[src/rtl/uart_cmd_hub_pkg.sv]
// Shared constants and TX FSM state encoding for uart_cmd_hub.
// ACK byte replacement is enabled with the UART_CMD_HUB_ACK_EN macro.
package uart_cmd_hub_pkg;

  localparam logic [7:0] CMD_LED_BASE = 8'h31;
  localparam logic [7:0] CMD_CLR      = 8'h63;
  localparam logic [7:0] ACK_OK       = 8'h4B;
  localparam logic [7:0] ASCII_ZERO   = 8'h30;

  typedef enum logic [1:0] {
    StIdle  = 2'd0,
    StSend  = 2'd1,
    StWait  = 2'd2,
    StDrain = 2'd3
  } tx_state_e;

  // Command byte that toggles LED number idx.
  function automatic logic [7:0] led_cmd_byte(input int unsigned idx);
    return CMD_LED_BASE + 8'(idx);
  endfunction

endpackage

[src/rtl/uart_hub_fifo.sv]
// Synchronous byte FIFO for one hub channel; pointers wrap, count is one bit wider.
// Caller must not push when full or pop when empty.
module uart_hub_fifo #(
  parameter int unsigned Depth = 16,
  localparam int unsigned PtrW = $clog2(Depth),
  localparam int unsigned CntW = PtrW + 1
) (
  input  logic            clk,
  input  logic            rst_n,
  input  logic            push,
  input  logic            pop,
  input  logic [7:0]      din,
  output logic [7:0]      dout,
  output logic            full,
  output logic            empty,
  output logic [CntW-1:0] count
);

  logic [7:0]      mem [Depth];
  logic [PtrW-1:0] wr_ptr_q, rd_ptr_q;
  logic [CntW-1:0] count_q, count_d;

  always_comb begin
    count_d = count_q;
    case ({push, pop})
      2'b10:   count_d = count_q + 1'b1;
      2'b01:   count_d = count_q - 1'b1;
      default: count_d = count_q;
    endcase
  end

  always_ff @(posedge clk) begin
    if (push) mem[wr_ptr_q] <= din;
  end

  always_ff @(posedge clk or negedge rst_n) begin
    if (!rst_n) begin
      wr_ptr_q <= '0;
      rd_ptr_q <= '0;
      count_q  <= '0;
    end else begin
      if (push) wr_ptr_q <= wr_ptr_q + 1'b1;
      if (pop)  rd_ptr_q <= rd_ptr_q + 1'b1;
      count_q <= count_d;
    end
  end

  assign dout  = mem[rd_ptr_q];
  assign full  = (count_q == CntW'(Depth));
  assign empty = (count_q == '0);
  assign count = count_q;

endmodule

[src/rtl/uart_cmd_hub.sv]
// Multi-channel UART echo hub with LED command decode on one channel.
// Define UART_CMD_HUB_ACK_EN to echo LED state / 'K' in place of command bytes.
module uart_cmd_hub
  import uart_cmd_hub_pkg::*;
#(
  parameter int unsigned CHANNELS    = 2,
  parameter int unsigned FIFO_DEPTH  = 16,
  parameter int unsigned LEDS        = 4,
  parameter int unsigned CMD_CHANNEL = 0,
  parameter int unsigned HB_BITS     = 24
) (
  input  logic                  clk,
  input  logic                  rst_n,
  input  logic [CHANNELS-1:0]   rx_valid,
  input  logic [8*CHANNELS-1:0] rx_data,
  input  logic [CHANNELS-1:0]   tx_busy,
  output logic [CHANNELS-1:0]   tx_send,
  output logic [8*CHANNELS-1:0] tx_data,
  output logic [LEDS-1:0]       led,
  output logic                  heartbeat,
  output logic [CHANNELS-1:0]   overflow
);

  localparam int unsigned CntW = $clog2(FIFO_DEPTH) + 1;

  logic [HB_BITS-1:0]  hb_q;
  logic [LEDS-1:0]     led_q, led_d;
  logic [CHANNELS-1:0] ovf_q, ovf_d;
  logic [CHANNELS-1:0] drop;
  logic [7:0]          cmd_byte;
  logic                cmd_valid;

  assign cmd_byte  = rx_data[8*CMD_CHANNEL +: 8];
  assign cmd_valid = rx_valid[CMD_CHANNEL];

  // Decode acts on every command-channel byte, whether or not the FIFO took it.
  always_comb begin
    led_d = led_q;
    for (int unsigned j = 0; j < LEDS; j++) begin
      if (cmd_valid && cmd_byte == led_cmd_byte(j)) led_d[j] = ~led_q[j];
    end
    ovf_d = (cmd_valid && cmd_byte == CMD_CLR) ? '0 : ovf_q;
    ovf_d = ovf_d | drop;
  end

`ifdef UART_CMD_HUB_ACK_EN
  logic [7:0] ack_byte;

  always_comb begin
    ack_byte = cmd_byte;
    for (int unsigned j = 0; j < LEDS; j++) begin
      if (cmd_byte == led_cmd_byte(j)) ack_byte = ASCII_ZERO | {7'd0, ~led_q[j]};
    end
    if (cmd_byte == CMD_CLR) ack_byte = ACK_OK;
  end
`endif

  always_ff @(posedge clk or negedge rst_n) begin
    if (!rst_n) begin
      hb_q  <= '0;
      led_q <= '0;
      ovf_q <= '0;
    end else begin
      hb_q  <= hb_q + 1'b1;
      led_q <= led_d;
      ovf_q <= ovf_d;
    end
  end

  for (genvar g = 0; g < CHANNELS; g++) begin : g_ch
    tx_state_e       state_q;
    logic            send_q;
    logic [7:0]      data_q;
    logic [7:0]      fifo_din, fifo_dout;
    logic            fifo_full, fifo_empty, fifo_push, fifo_pop;
    logic [CntW-1:0] fifo_count;

`ifdef UART_CMD_HUB_ACK_EN
    if (g == CMD_CHANNEL) begin : g_ack
      assign fifo_din = ack_byte;
    end else begin : g_raw
      assign fifo_din = rx_data[8*g +: 8];
    end
`else
    assign fifo_din = rx_data[8*g +: 8];
`endif

    // Full is judged on the registered count, so a same-cycle pop does not save the byte.
    assign fifo_push = rx_valid[g] && (fifo_count < CntW'(FIFO_DEPTH));
    assign drop[g]   = rx_valid[g] && fifo_full;
    assign fifo_pop  = (state_q == StIdle) && !fifo_empty && !tx_busy[g];

    uart_hub_fifo #(
      .Depth(FIFO_DEPTH)
    ) u_fifo (
      .clk  (clk),
      .rst_n(rst_n),
      .push (fifo_push),
      .pop  (fifo_pop),
      .din  (fifo_din),
      .dout (fifo_dout),
      .full (fifo_full),
      .empty(fifo_empty),
      .count(fifo_count)
    );

    always_ff @(posedge clk or negedge rst_n) begin
      if (!rst_n) begin
        state_q <= StIdle;
        send_q  <= 1'b0;
        data_q  <= '0;
      end else begin
        case (state_q)
          StIdle: begin
            if (fifo_pop) begin
              state_q <= StSend;
              send_q  <= 1'b1;
              data_q  <= fifo_dout;
            end
          end
          StSend: begin
            state_q <= StWait;
            send_q  <= 1'b0;
          end
          StWait: begin
            if (tx_busy[g]) state_q <= StDrain;
          end
          StDrain: begin
            if (!tx_busy[g]) state_q <= StIdle;
          end
          default: begin
            state_q <= StIdle;
            send_q  <= 1'b0;
          end
        endcase
      end
    end

    assign tx_send[g]        = send_q;
    assign tx_data[8*g +: 8] = data_q;
  end

  assign led       = led_q;
  assign overflow  = ovf_q;
  assign heartbeat = hb_q[HB_BITS-1];

endmodule

[config.mk]
export PLATFORM = sky130hd
export DESIGN_NAME = uart_cmd_hub
export DESIGN_NICKNAME = d
export VERILOG_FILES = /design/src/rtl/uart_cmd_hub_pkg.sv /design/src/rtl/uart_hub_fifo.sv /design/src/rtl/uart_cmd_hub.sv
export SDC_FILE = /design/constraint.sdc
export NUM_CORES = 1
export LEC_CHECK = 0
export CORE_MARGIN = 2
export CORE_UTILIZATION = 57
export CTS_BUF_LIST = sky130_fd_sc_hd__clkbuf_4
export CTS_CLUSTER_SIZE = 40
export DETAILED_ROUTE_END_ITERATION = 6
export HOLD_SLACK_MARGIN = 0.1
export PLACE_DENSITY = 0.83
export SETUP_SLACK_MARGIN = 0.3
export SKIP_CTS_REPAIR_TIMING = 1
export SLEW_MARGIN = 20
export SYNTH_ARGS = -nofsm -noshare
export SYNTH_HDL_FRONTEND = slang
export SYNTH_HIERARCHICAL = 1
export SYNTH_SLANG_ARGS = --single-unit
[constraint.sdc]
create_clock -name clk -period 3.2 [get_ports clk]
set_clock_uncertainty 0.2 [all_clocks]
set_input_delay 0.64 -clock clk [delete_from_list [all_inputs] [get_ports clk]]
set_output_delay 0.64 -clock clk [all_outputs]
set_load 0.02 [all_outputs]
* Yosys cells after proc, flatten, opt, wreduce, memory -nomap -nowiden
Memory sizes are Yosys's and may differ from the RTL's. A register that Yosys moved wholly into a read port is not among the register bits.
Index checks and enable logic that the tools add are counted.
** Storage, ports and cells
- Flip-flop bits (word level) :: 62
- RAM bits :: 256
- Input port bits :: 22
- Output and inout port bits :: 25
- Logic and storage cells :: 109
- Memories kept :: 2
** Cells by class
- Add/sub/neg operators :: 9
- Magnitude comparators :: 2
- Equal/unequal tests :: 23
- Muxes and demuxes :: 19
- Bitwise logic cells :: 5
- Reduce and logical (&&, ||, !) cells :: 33
** Memory list
- g_ch[0].u_fifo.mem :: words 16, bits a word 8, rd ports 1, clocked after memory_dff 1, wr ports 1, RTL line uart_hub_fifo.sv:19 : logic [7:0] mem [Depth];
- g_ch[1].u_fifo.mem :: words 16, bits a word 8, rd ports 1, clocked after memory_dff 1, wr ports 1, RTL line uart_hub_fifo.sv:19
** Operators with widths (count)
- 8-bit by 6-bit == test with 1-bit output, second input constant :: 4
- 24-bit by 1-bit adder with 24-bit output, second input constant :: 1
- 5-bit case mux with 2 select lines :: 2
- 4-bit by 1-bit adder with 4-bit output, second input constant :: 4
- 2-bit case mux with 4 select lines :: 2
- 2-bit two-way mux :: 7
- 1-bit logical AND :: 13
- 2-bit == test, second input constant :: 6
- 5-bit by 1-bit adder with 5-bit output, second input constant :: 2
- 5-bit == test, second input constant :: 2
- 5-bit zero test :: 2
- 5-bit < comparator, second input constant :: 2
- 5-bit by 1-bit subtractor with 5-bit output, second input constant :: 2
- 2-bit by 1-bit == test with 1-bit output, second input constant :: 4
- 8-bit by 7-bit == test with 1-bit output, second input constant :: 1
- 2-bit != test, second input constant :: 4
- 2-bit AND reduction :: 4
- 2-bit nonzero test :: 4
- 1-bit zero test :: 6
- 1-bit two-way mux :: 6
- 3-bit AND reduction :: 2
- 2-bit zero test :: 2
- 2-bit by 1-bit != test with 1-bit output, second input constant :: 2
- 1-bit NOT :: 4
- 2 further kinds :: 3

* Logic depth before layout (Yosys ltp)
Gate-level depths: netlist of the first run.
- Word-level depth :: 6
- Gate-level depth with buffers :: 12
- Gate-level depth less buffers :: 10

* Modules after synthesis
Netlist of the first run, hierarchy kept.
** By module, submodules not included
- uart_hub_fifo (g_ch[0].u_fifo) :: instances 1, cells each 297, area an instance 5766.8 µm², seq. area each 4169.0 µm²
- uart_hub_fifo (g_ch[1].u_fifo) :: instances 1, cells each 297, area an instance 5755.5 µm², seq. area each 4169.0 µm²
- uart_cmd_hub :: instances 1, cells each 193, area an instance 2341.0 µm², seq. area each 1301.2 µm²

* Worst setup path before layout of the first run
No wires, ideal clock.
- Path kind :: reg2reg
- Start :: register g_ch[1].u_fifo.count_q[2]
- End :: register g_ch[1].u_fifo.count_q[2]
- Setup time :: 0.130 ns
- Data arrival time :: 2.691 ns
- Data required time :: 2.870 ns
- Path slack :: 0.179 ns
- Stages on the path, launching flop included :: 13
- Path buffers :: 2
- Period minus slack after synthesis :: 3.021 ns
- Path through :: dfrtp_1 clkbuf_1 or4_1 nor2_1 nor3b_1 buf_1 ha_1 xor2_1 ha_1 a21oi_1 xnor2_1 nor2_1 xor2_1
** Between the ends
- Cells in the longest elaborated chain, start to end :: 6
- Elaborated cells between the ends (all ways) :: 12
- Classes of those cells :: add/sub: 2; order compare: 1; eq/ne: 2; mux: 1; reduce/logical: 6
** RTL lines
- start, declared :: RTL line uart_hub_fifo.sv:21 : logic [CntW-1:0] count_q, count_d;
- start signal, assigned :: RTL line uart_hub_fifo.sv:44 : count_q <= count_d;
- 5-bit zero test * :: RTL line uart_hub_fifo.sv:50 : assign empty = (count_q == '0);
- named net g_ch[1].fifo_empty :: RTL line uart_cmd_hub.sv:75 : logic fifo_full, fifo_empty, fifo_push, fifo_pop;
- 1-bit zero test * :: RTL line uart_cmd_hub.sv:91 : assign fifo_pop = (state_q == StIdle) && !fifo_empty && !tx_busy[g];
- 1-bit logical AND * (2 in a row) :: RTL line uart_cmd_hub.sv:91
- named net g_ch[1].fifo_pop :: RTL line uart_cmd_hub.sv:75
- 2-bit by 1-bit == test with 1-bit output or 2-bit == test (tied branches) :: RTL line uart_hub_fifo.sv:25 : case ({push, pop})
- 5-bit case mux with 2 select lines or 2-bit nonzero test (tied branches)
Mark *: on every way through the listed nets, which the timed path passes. The rest lies on a longest branch.
A chain may end at the register's enable or synchronous reset.

* Worst setup path in the final report of the first run
- Start :: register g_ch[1].u_fifo.count_q[2]
- End :: register g_ch[1].u_fifo.count_q[4]
** Between the ends
- Cells in the longest elaborated chain, start to end :: 6
- Elaborated cells between the ends (all ways) :: 12
- Classes of those cells :: add/sub: 2; order compare: 1; eq/ne: 2; mux: 1; reduce/logical: 6
** RTL lines (RTL line)
- 5-bit zero test * :: uart_hub_fifo.sv:50
- named net g_ch[1].fifo_empty :: uart_cmd_hub.sv:75
- 1-bit zero test * :: uart_cmd_hub.sv:91
- 1-bit logical AND * (2 in a row) :: uart_cmd_hub.sv:91
- 2-bit by 1-bit == test with 1-bit output or 2-bit == test (tied branches) :: uart_hub_fifo.sv:25
- 5-bit case mux with 2 select lines or 2-bit nonzero test (tied branches)
Marks and branches as above.

==> results of run 1 <==
final cells by class:
| cell class | instances | area [µm²] | share of cell area, % |
|---|---|---|---|
| Sequential cell | 334 | 9644 | 60.20 |
| Tap cell | 324 | 405.4 | 2.530 |
| Timing Repair Buffer | 98 | 888.4 | 5.545 |
| Inverter | 20 | 75.07 | 0.4686 |
| Clock buffer | 126 | 945.9 | 5.904 |
| Clock inverter | 26 | 166.4 | 1.039 |
| Multi-Input combinational cell | 397 | 3895 | 24.31 |
cells in the final DEF, fill, tap and decap left out, types with 15 or more instances in the layout:
master           instances
edfxtp_1               256
clkbuf_4               126
dfrtp_1                 74
buf_4                   49
nor2_1                  47
nand2_1                 46
clkdlybuf4s50_1         45
xnor2_1                 35
mux4_2                  35
a22oi_1                 32
mux4_1                  29
ha_1                    25
mux2_2                  21
inv_1                   20
clkinv_1                16
nand4_1                 15
xor2_1                  15
synthesized netlist by cell type (4+ instances only):
cell,n
nor3b_1,6
clkbuf_1,12
o21ai_0,10
nand3_1,11
nor2_1,48
nand2b_1,12
xor2_1,15
mux4_2,35
buf_2,5
nand4b_1,5
mux4_1,29
edfxtp_1,256
nand2_1,46
nand4_1,15
xnor2_1,35
ha_1,27
a21oi_1,8
dfrtp_1,78
nor3_1,7
mux2_2,21
nor2b_1,7
buf_4,4
inv_1,20
a22oi_1,32
buf_6,6
clkdlybuf4s25_2,6
metrics by stage:
| step | hold slack [ns] | utilization [%] | cells | cell area (µm²) |
|---|---|---|---|---|
| finish | 0.2702 | 66.46 | 1325 | 16020 |
| global route | 0.2869 | 66.46 | 1325 | 16020 |
| CTS | -0.2605 | 66.39 | 1324 | 16000 |
| detailed placement | 0.2625 | 61.77 | 1172 | 14890 |
| global placement | 0.2551 | 61.77 | 1172 | 14890 |
| floorplan | 0.1444 | - | 787 | 13870 |
routing by layer:
metal | track usage [%] | vias up
met5 | 0 | -
met4 | 8.477 | 0
met3 | 4.805 | 58
met2 | 34.91 | 335
met1 | 27.97 | 3719
li1 | - | 3424
power by group through the flow:
stage	clock network (mW)	registers (mW)	logic [mW]
after detailed placement	0	5.73	3.90
after CTS	3.71	5.64	3.92
after global routing	3.91	5.71	4.22
after global placement	0	5.69	3.80
after floorplan	0	5.66	2.89
final	3.61	5.65	3.89
sequential cells by signal, indices dropped and copies added (netlist names):
| register | cells |
|---|---|
| g_ch.u_fifo/wr_ptr_q | 8 |
| g_ch.u_fifo/rd_ptr_q | 8 |
| g_ch.state_q | 4 |
| g_ch.data_q | 16 |
| led | 4 |
| overflow | 2 |
| hb_q | 24 |
| g_ch.u_fifo/mem | 256 |
| g_ch.u_fifo/count | 10 |
| g_ch.send_q | 2 |
logic make-up (layout without fill, tap and decap cells):
logic type / count (synthesis) / after routing / synth area share, %
fa+ha+maj: 27 / 27 / 2.437
simple gates: 174 / 174 / 6.471
compound gates: 61 / 61 / 3.015
buf+inv: 56 / 270 / 2.500
mux: 85 / 85 / 12.89
flops: 334 / 334 / 69.53
xor+xnor: 50 / 50 / 3.159
final timing paths:
check	start	end	slack (ns)	cells after the start
setup reg to reg	g_ch[1].u_fifo/count[2]$_DFFE_PN0P_	g_ch[1].u_fifo/count[4]$_DFFE_PN0P_	0.44	9
hold / removal	hb_q[23]$_DFF_PN0_	hb_q[23]$_DFF_PN0_	0.27	1
min in group asynchronous	rst_n	g_ch[0].data_q[2]$_DFFE_PN0P_	0.29	3
max in group asynchronous	rst_n	g_ch[0].u_fifo/wr_ptr_q[2]$_DFFE_PN0P_	2.11	3
hold reg to reg	hb_q[23]$_DFF_PN0_	hb_q[23]$_DFF_PN0_	0.27	1
setup / recovery	g_ch[1].u_fifo/count[2]$_DFFE_PN0P_	g_ch[1].u_fifo/count[4]$_DFFE_PN0P_	0.44	9
==> flow_summary.json, run 1 <==
{
  "crit_type": "reg2reg",
  "cts_max_level": 3,
  "top_layer": "met4",
  "grt_pass1_vias": 7755,
  "drtAntennaViolNets": 0,
  "buffer_ports.inserted": 46,
  "die_h_um": 160.0,
  "cts_buffers": 82,
  "drive_above_1_share_pct": 25.67,
  "grt_use_total_pct": 21.24,
  "p_int_mw": 9.093,
  "critPathSlowestCell": "or4_1",
  "antenna_cells": 0,
  "fillers": 1582,
  "seq_power_share_pct": 42.9,
  "p_clk_share_pct": 27.5,
  "drt_first_pass_iters": 5,
  "initial_core_util_pct": 57.51,
  "critPathArrivalTime_ns": 3.15,
  "drc": 0,
  "cts_tree": "yes",
  "finalPower_mw": 13.15,
  "hold_class": "reg2reg",
  "ys_top_cells_by_area": "edfxtp_1, dfrtp_1, mux4_2, mux4_1, ha_1",
  "clock_path_buffers": 3,
  "gp_congestion": 0.7955,
  "post-route-period-util_pct": 86.24,
  "cp.required_ns": 3.59,
  "cpLargestDelayFamily": "simple AND/OR/NAND/NOR gates",
  "synth_area_leader_cell": "edfxtp_1",
  "combPwrFrac_pct": 29.6,
  "fin_tns_setup_ns": 0,
  "synth_edf_count": 256,
  "preCtsSetupSlack_ns": 0.2500,
  "clk_pin_slew_worst_paths_ns": 0.06,
  "finalWorstSetupSlack_ns": 0.4402,
  "status": "finished, final reports clean",
  "rows": 57,
  "switching_share_pct": 30.87,
  "cp-end-kind": "flop",
  "via_per_inst": 5.688,
  "wl_met3_um": 1992,
  "grt_max_degree": 79,
  "synth_warnings": 6,
  "worstSkewPairLatency_ns": 0.69,
  "grt_pass1_wl_um": 41540,
  "tightest_slew_ns": 0.8347,
  "num_vias": 7536,
  "syn_area_um2": 13860,
  "cp_max_fo": 8,
  "synth_top_area_share_pct": 55.45,
  "async_flop_share_pct": 23.35,
  "yosysUniqueCellTypes": 45,
  "m1WireLength_um": 10360,
  "slew_violations": 0,
  "nNetsFinal": 982,
  "synth-seq-cells": 334,
  "die_area_um2": 25590,
  "ioPinCount": 47,
  "ys.flop_type": "edfxtp_1",
  "overflow": 0,
  "fin_crit_ns": 2.760,
  "met2_length_um": 13260,
  "yosysSeqAreaShare_pct": 69.53,
  "core_um2": 24110,
  "synth.avg_cell_area_um2": 17.62,
  "netlist_instances": 787,
  "p_switching_mw": 4.060,
  "drtIter0Drc": 589,
  "crit_buf_inv": 0,
  "powerDensity_nw_per_um2": 821.0,
  "crit_path_max_incr_delay_ns": 0.59,
  "crit_path_start_kind": "flop",
  "synth_nets": 836,
  "wl_per_cell_um": 19.87,
  "hold_viol": 0,
  "rsz0062_at_grt": "false",
  "die_x_um": 160.0,
  "setup_violations": 0,
  "cts_sinks": 334,
  "area_delta_synth_final_pct": 15.56,
  "ctsRootBufferMaster": "clkbuf_4",
  "wirelength_um": 26320,
  "crit_chain": "or4_1 > nor2_2 > nor3b_2 > ha_2 > ha_1 > nor3b_1 > a21oi_1 > a31oi_1 > xnor2_1",
  "max_cap_violations": 0,
  "dpl.hpwl_um": 16700,
  "antenna_found_initial": 0,
  "p_leak_nw": 5.873,
  "irDropWorstVdd_mv": 0.7870,
  "max_slew_margin_pct": 43.84,
  "fmaxAchievable_ghz": 0.3623
}
No activity file was read; power rests on OpenSTA's default activity.
==> inputs of run 2 (changes only) <==
Settings changed: CORE_UTILIZATION 57 to 59, DONT_BUFFER_PORTS set to 1.
==> flow_summary.json, run 2 (synthesis results as in run 1) <==
{
  "grt_pass1_vias": 7631,
  "drtAntennaViolNets": 0,
  "gp_congestion": 0.7636,
  "cts_buffers": 83,
  "wl_per_cell_um": 20.89,
  "reg2reg_depth": 6,
  "post-route-period-util_pct": 88.69,
  "irDropWorstVdd_mv": 0.4532,
  "rsz0062_at_grt": "true",
  "via_per_inst": 5.756,
  "grt_pass1_wl_um": 40940,
  "status": "finished, final reports clean",
  "buffer_ports.inserted": 0,
  "fmaxAchievable_ghz": 0.3524,
  "drc": 0,
  "fin_crit_ns": 2.838,
  "min_from": "rx_data[4]",
  "crit_path_start_kind": "flop",
  "initial_core_util_pct": 59.60,
  "wirelength_um": 26920,
  "grt_max_degree": 79,
  "largest_register": "g_ch.u_fifo/mem",
  "final_common_cell": "edfxtp_1",
  "whs_path_depth": 4,
  "slew_violations": 0,
  "ctsRootBufferMaster": "clkbuf_4",
  "tightest_slew_ns": 0.9015,
  "cp.required_ns": 3.60,
  "clock_path_buffers": 3,
  "max_cap_violations": 0,
  "dpl.hpwl_um": 16280,
  "area_delta_synth_final_pct": 13.38,
  "cts_max_level": 3,
  "cp_max_fo": 8,
  "hold_class": "in2reg",
  "max_slew_margin_pct": 39.68,
  "cts_tree": "yes",
  "p_leak_nw": 5.739,
  "die_x_um": 157.3,
  "num_vias": 7420,
  "finalPower_mw": 12.88,
  "ioPinCount": 47,
  "r2r-end": "g_ch[1].send_q$_DFFE_PN0P_",
  "cp-end-kind": "flop",
  "setup_violations": 0,
  "critPathArrivalTime_ns": 3.24,
  "nNetsFinal": 951,
  "drtIter0Drc": 590,
  "final_cell_mix": "edfxtp_1, clkbuf_4, dfrtp_1",
  "r2r_start": "g_ch[1].u_fifo/count[2]$_DFFE_PN0P_",
  "top_regs": "g_ch.u_fifo/mem: 256 flops, hb_q: 24 flops, g_ch.data_q: 16 flops",
  "reg2reg_slack_ns": 0.36,
  "hold_viol": 0,
  "die_area_um2": 24740,
  "powerDensity_nw_per_um2": 819.7,
  "min_to": "led[3]$_DFFE_PN0P_",
  "core_um2": 23260,
  "grt_use_total_pct": 21.93,
  "crit_type": "reg2reg",
  "drive_above_1_share_pct": 25.39,
  "cts_sinks": 334,
  "rows": 56,
  "drt_first_pass_iters": 5,
  "utilization_pct": 67.57,
  "clk_pin_slew_worst_paths_ns": 0.06,
  "fillers": 1505,
  "largest_reg_flops": 256,
  "overflow": 0,
  "die_h_um": 157.3,
  "antenna_found_initial": 1,
  "worstSkewPairLatency_ns": 0.69
}
-- run 2: cell count changes in the layout (fill, tap and decap cells not counted), sizes merged --
| cell | before | now |
|---|---|---|
| dlygate4sd3 | 1 | 24 |
| clkinv | 20 | 23 |
| diode | 0 | 1 |
| clkinvlp | 1 | 2 |
| bufinv | 2 | 1 |
| clkdlybuf4s50 | 45 | 0 |
| clkbuf | 126 | 123 |
| buf | 52 | 42 |
-- run 2: how the worst max path moves through the flow --
stage                                         from                             endpoint  slack, ns  cells past startpoint
2_1_floorplan  g_ch[0].u_fifo/count[2]$_DFFE_PN0P_  g_ch[0].u_fifo/count[2]$_DFFE_PN0P_       0.33                     12
3_5_place_dp        g_ch[1].state_q[0]$_DFFE_PN0P_  g_ch[1].u_fifo/count[4]$_DFFE_PN0P_      -0.19                      9
6_report       g_ch[1].u_fifo/count[2]$_DFFE_PN0P_           g_ch[1].send_q$_DFFE_PN0P_       0.36                      6
5_1_grt        g_ch[1].u_fifo/count[1]$_DFFE_PN0P_           g_ch[1].send_q$_DFFE_PN0P_       0.25                      6
3_3_place_gp        g_ch[1].state_q[0]$_DFFE_PN0P_  g_ch[1].u_fifo/count[4]$_DFFE_PN0P_      -0.06                      9
4_1_cts             g_ch[1].state_q[0]$_DFFE_PN0P_  g_ch[1].u_fifo/count[4]$_DFFE_PN0P_      -0.23                      9
-- run 2: power breakdown --
part	internal (mW)	switching, mW	leakage, nW
Sequential	5.21	0.650	3.27
Combinational	1.72	1.76	1.82
Clock	1.87	1.67	0.646
-- run 2: critical path, cell delays in order, from the launching register on --
cell and delay [ns]:
dfrtp_1 0.45, or4_4 0.59, nor2_4 0.17, o21ai_0 0.12, dlygate4sd3_1 0.57, a21oi_1 0.14
dlygate4sd3_1 0.55
-- run 2: final cells by class --
type	count	area (µm²)	area share (%)
tap	319	399.1	2.539
timing repair buffer	66	600.6	3.821
inverter	20	75.07	0.4776
clock buffer	123	923.4	5.874
antenna	1	2.502	0.01592
clock inverter	29	166.4	1.059
sequential	334	9642	61.34
multi-input combinational	397	3910	24.87
-- run 2: stage by stage --
stage          cells  setup TNS, ns  instance area [µm²]  setup slack (ns)  hold WS, ns
6_report        1289              0                15720            0.3620       0.1381
2_1_floorplan    787              0                13870            0.3276       0.1444
3_3_place_gp    1107       -0.06475                14310          -0.06475       0.1459
5_1_grt         1288              0                15720            0.2518      0.09689
4_1_cts         1259        -0.3980                15400           -0.2283      -0.6389
3_5_place_dp    1107        -0.3152                14310           -0.1948       0.1460
-- run 2: layer usage --
metal  track usage (%)  share of wire [%]  vias to the layer above
met5                 0                  0                        -
met4             8.615                2.7                        0
met3             5.452                6.1                       63
met2             36.10                 52                      262
met1             28.41                 40                     3738
li1                  -                  -                     3357
==> inputs of run 3 (changes only) <==
--- a/config.mk
+++ b/config.mk
@@ -10,3 +10,3 @@
 export CTS_BUF_LIST = sky130_fd_sc_hd__clkbuf_4
-export CTS_CLUSTER_SIZE = 40
+export CTS_CLUSTER_DIAMETER = 80
 export DETAILED_ROUTE_END_ITERATION = 6
--- a/constraint.sdc
+++ b/constraint.sdc
@@ -4,2 +4,2 @@
 set_output_delay 0.64 -clock clk [all_outputs]
-set_load 0.02 [all_outputs]
+set_load 0.05 [all_outputs]
==> flow_summary.json, run 3 (synthesis results as in run 1) <==
{
  "fin_tns_setup_ns": 0,
  "cts_sinks": 334,
  "initial_core_util_pct": 59.60,
  "die_h_um": 157.3,
  "wl_met3_um": 1896,
  "grt_max_degree": 79,
  "clk_pin_slew_worst_paths_ns": 0.07,
  "worstSkewPairLatency_ns": 0.70,
  "finalPower_mw": 13.19,
  "cp_max_fo": 8,
  "rows": 56,
  "final_cell_mix": "edfxtp_1, clkbuf_4, dfrtp_1",
  "hold_viol": 0,
  "drtAntennaViolNets": 0,
  "cts_buffers": 83,
  "final_cell_area_um2": 15720,
  "top_regs": "g_ch.u_fifo/mem: 256 flops, hb_q: 24 flops, g_ch.data_q: 16 flops",
  "fin_crit_ns": 2.786,
  "wirelength_um": 26880,
  "setup_violations": 0,
  "cp.required_ns": 3.61,
  "drt_first_pass_iters": 5,
  "top_layer": "met4",
  "num_vias": 7422,
  "overflow": 0,
  "dpl_cell_area_um2": 14310,
  "grt_use_total_pct": 21.93,
  "die_x_um": 157.3,
  "critPathArrivalTime_ns": 3.20,
  "p_leak_nw": 5.739,
  "die_area_um2": 24740,
  "nNetsFinal": 951,
  "fmaxAchievable_ghz": 0.3589,
  "wl_per_cell_um": 20.85,
  "crit_type": "reg2reg",
  "area_delta_synth_final_pct": 13.38,
  "cp-end-kind": "flop",
  "drive_above_1_share_pct": 25.39,
  "crit_path_start_kind": "flop",
  "post-route-period-util_pct": 87.08,
  "grt_pass1_wl_um": 40940,
  "final_common_cell": "edfxtp_1",
  "drc": 0,
  "tightest_slew_ns": 0.8949,
  "core_um2": 23260,
  "powerDensity_nw_per_um2": 839.4,
  "grt_pass1_vias": 7631,
  "clock_path_buffers": 3,
  "status": "finished, final reports clean",
  "via_per_inst": 5.758,
  "largest_reg_flops": 256,
  "antenna_found_initial": 1,
  "irDropWorstVdd_mv": 0.4535,
  "ioPinCount": 47,
  "max_slew_margin_pct": 40.12,
  "drtIter0Drc": 611,
  "cts_max_level": 3,
  "gp_congestion": 0.7636,
  "slew_violations": 0,
  "dpl.hpwl_um": 16280,
  "cts_tree": "yes",
  "met2_length_um": 13830,
  "buffer_ports.inserted": 0,
  "largest_register": "g_ch.u_fifo/mem",
  "max_cap_violations": 0,
  "ctsRootBufferMaster": "clkbuf_4",
  "m1WireLength_um": 10450,
  "rsz0062_at_grt": "true",
  "hold_class": "in2reg"
}
==> run 3: cell counts in the layout (fill, tap and decap cells not counted) <==
Identical to the previous run, type by type.
==> run 3: per-layer routing <==
layer / vias to the layer above / track usage (%)
met5: - / 0
li1: 3353 / -
met1: 3733 / 28.41
met4: 0 / 8.615
met2: 275 / 36.10
met3: 61 / 5.452
==> run 3: final timing paths <==
kind	from	endpoint	slack, ns	depth (start not counted)
max in group asynchronous	rst_n	g_ch[1].u_fifo/rd_ptr_q[0]$_DFFE_PN0P_	2.11	2
min reg2reg	hb_q[0]$_DFF_PN0_	hb_q[0]$_DFF_PN0_	0.27	1
max	g_ch[1].u_fifo/count[2]$_DFFE_PN0P_	g_ch[1].send_q$_DFFE_PN0P_	0.41	6
max reg2reg	g_ch[1].u_fifo/count[2]$_DFFE_PN0P_	g_ch[1].send_q$_DFFE_PN0P_	0.41	6
min	rx_data[4]	led[3]$_DFFE_PN0P_	0.13	4
min in group asynchronous	rst_n	g_ch[0].data_q[4]$_DFFE_PN0P_	0.28	2
==> run 3: power by group <==
| part | switching (mW) | internal [mW] | total [mW] |
|---|---|---|---|
| Clock | 1.68 | 1.87 | 3.55 |
| Sequential | 0.957 | 5.20 | 6.16 |
| Combinational | 1.76 | 1.72 | 3.48 |
| Total | 4.40 | 8.79 | 13.2 |
==> run 3: worst max-delay path, cell delays in order (launching register included) <==
cell and delay (ns):
dfrtp_1 0.45, or4_4 0.59, nor2_4 0.15, o21ai_0 0.09, dlygate4sd3_1 0.56, a21oi_1 0.13
dlygate4sd3_1 0.56
==> run 3: per-stage QoR <==
| stage | instances | utilization (%) | hold WS [ns] | setup slack [ns] |
|---|---|---|---|---|
| after floorplan | 787 | - | 0.1444 | 0.3276 |
| after global placement | 1107 | 61.51 | 0.1459 | -0.06475 |
| after global routing | 1288 | 67.56 | 0.09689 | 0.2943 |
| after CTS | 1259 | 66.20 | -0.6389 | -0.2283 |
| after detailed placement | 1107 | 61.51 | 0.1460 | -0.1948 |
| final | 1289 | 67.57 | 0.1293 | 0.4135 |
==> run 3: layout make-up <==
cell class | instances | area (µm²)
multi-input cells | 397 | 3910
diodes | 1 | 2.502
fillers | 1504 | 7543
clock inverters | 29 | 166.4
repair buffers | 66 | 600.6
flip-flops and latches | 334 | 9642
clock buffers | 123 | 923.4
well taps | 319 | 399.1
inverters | 20 | 75.07
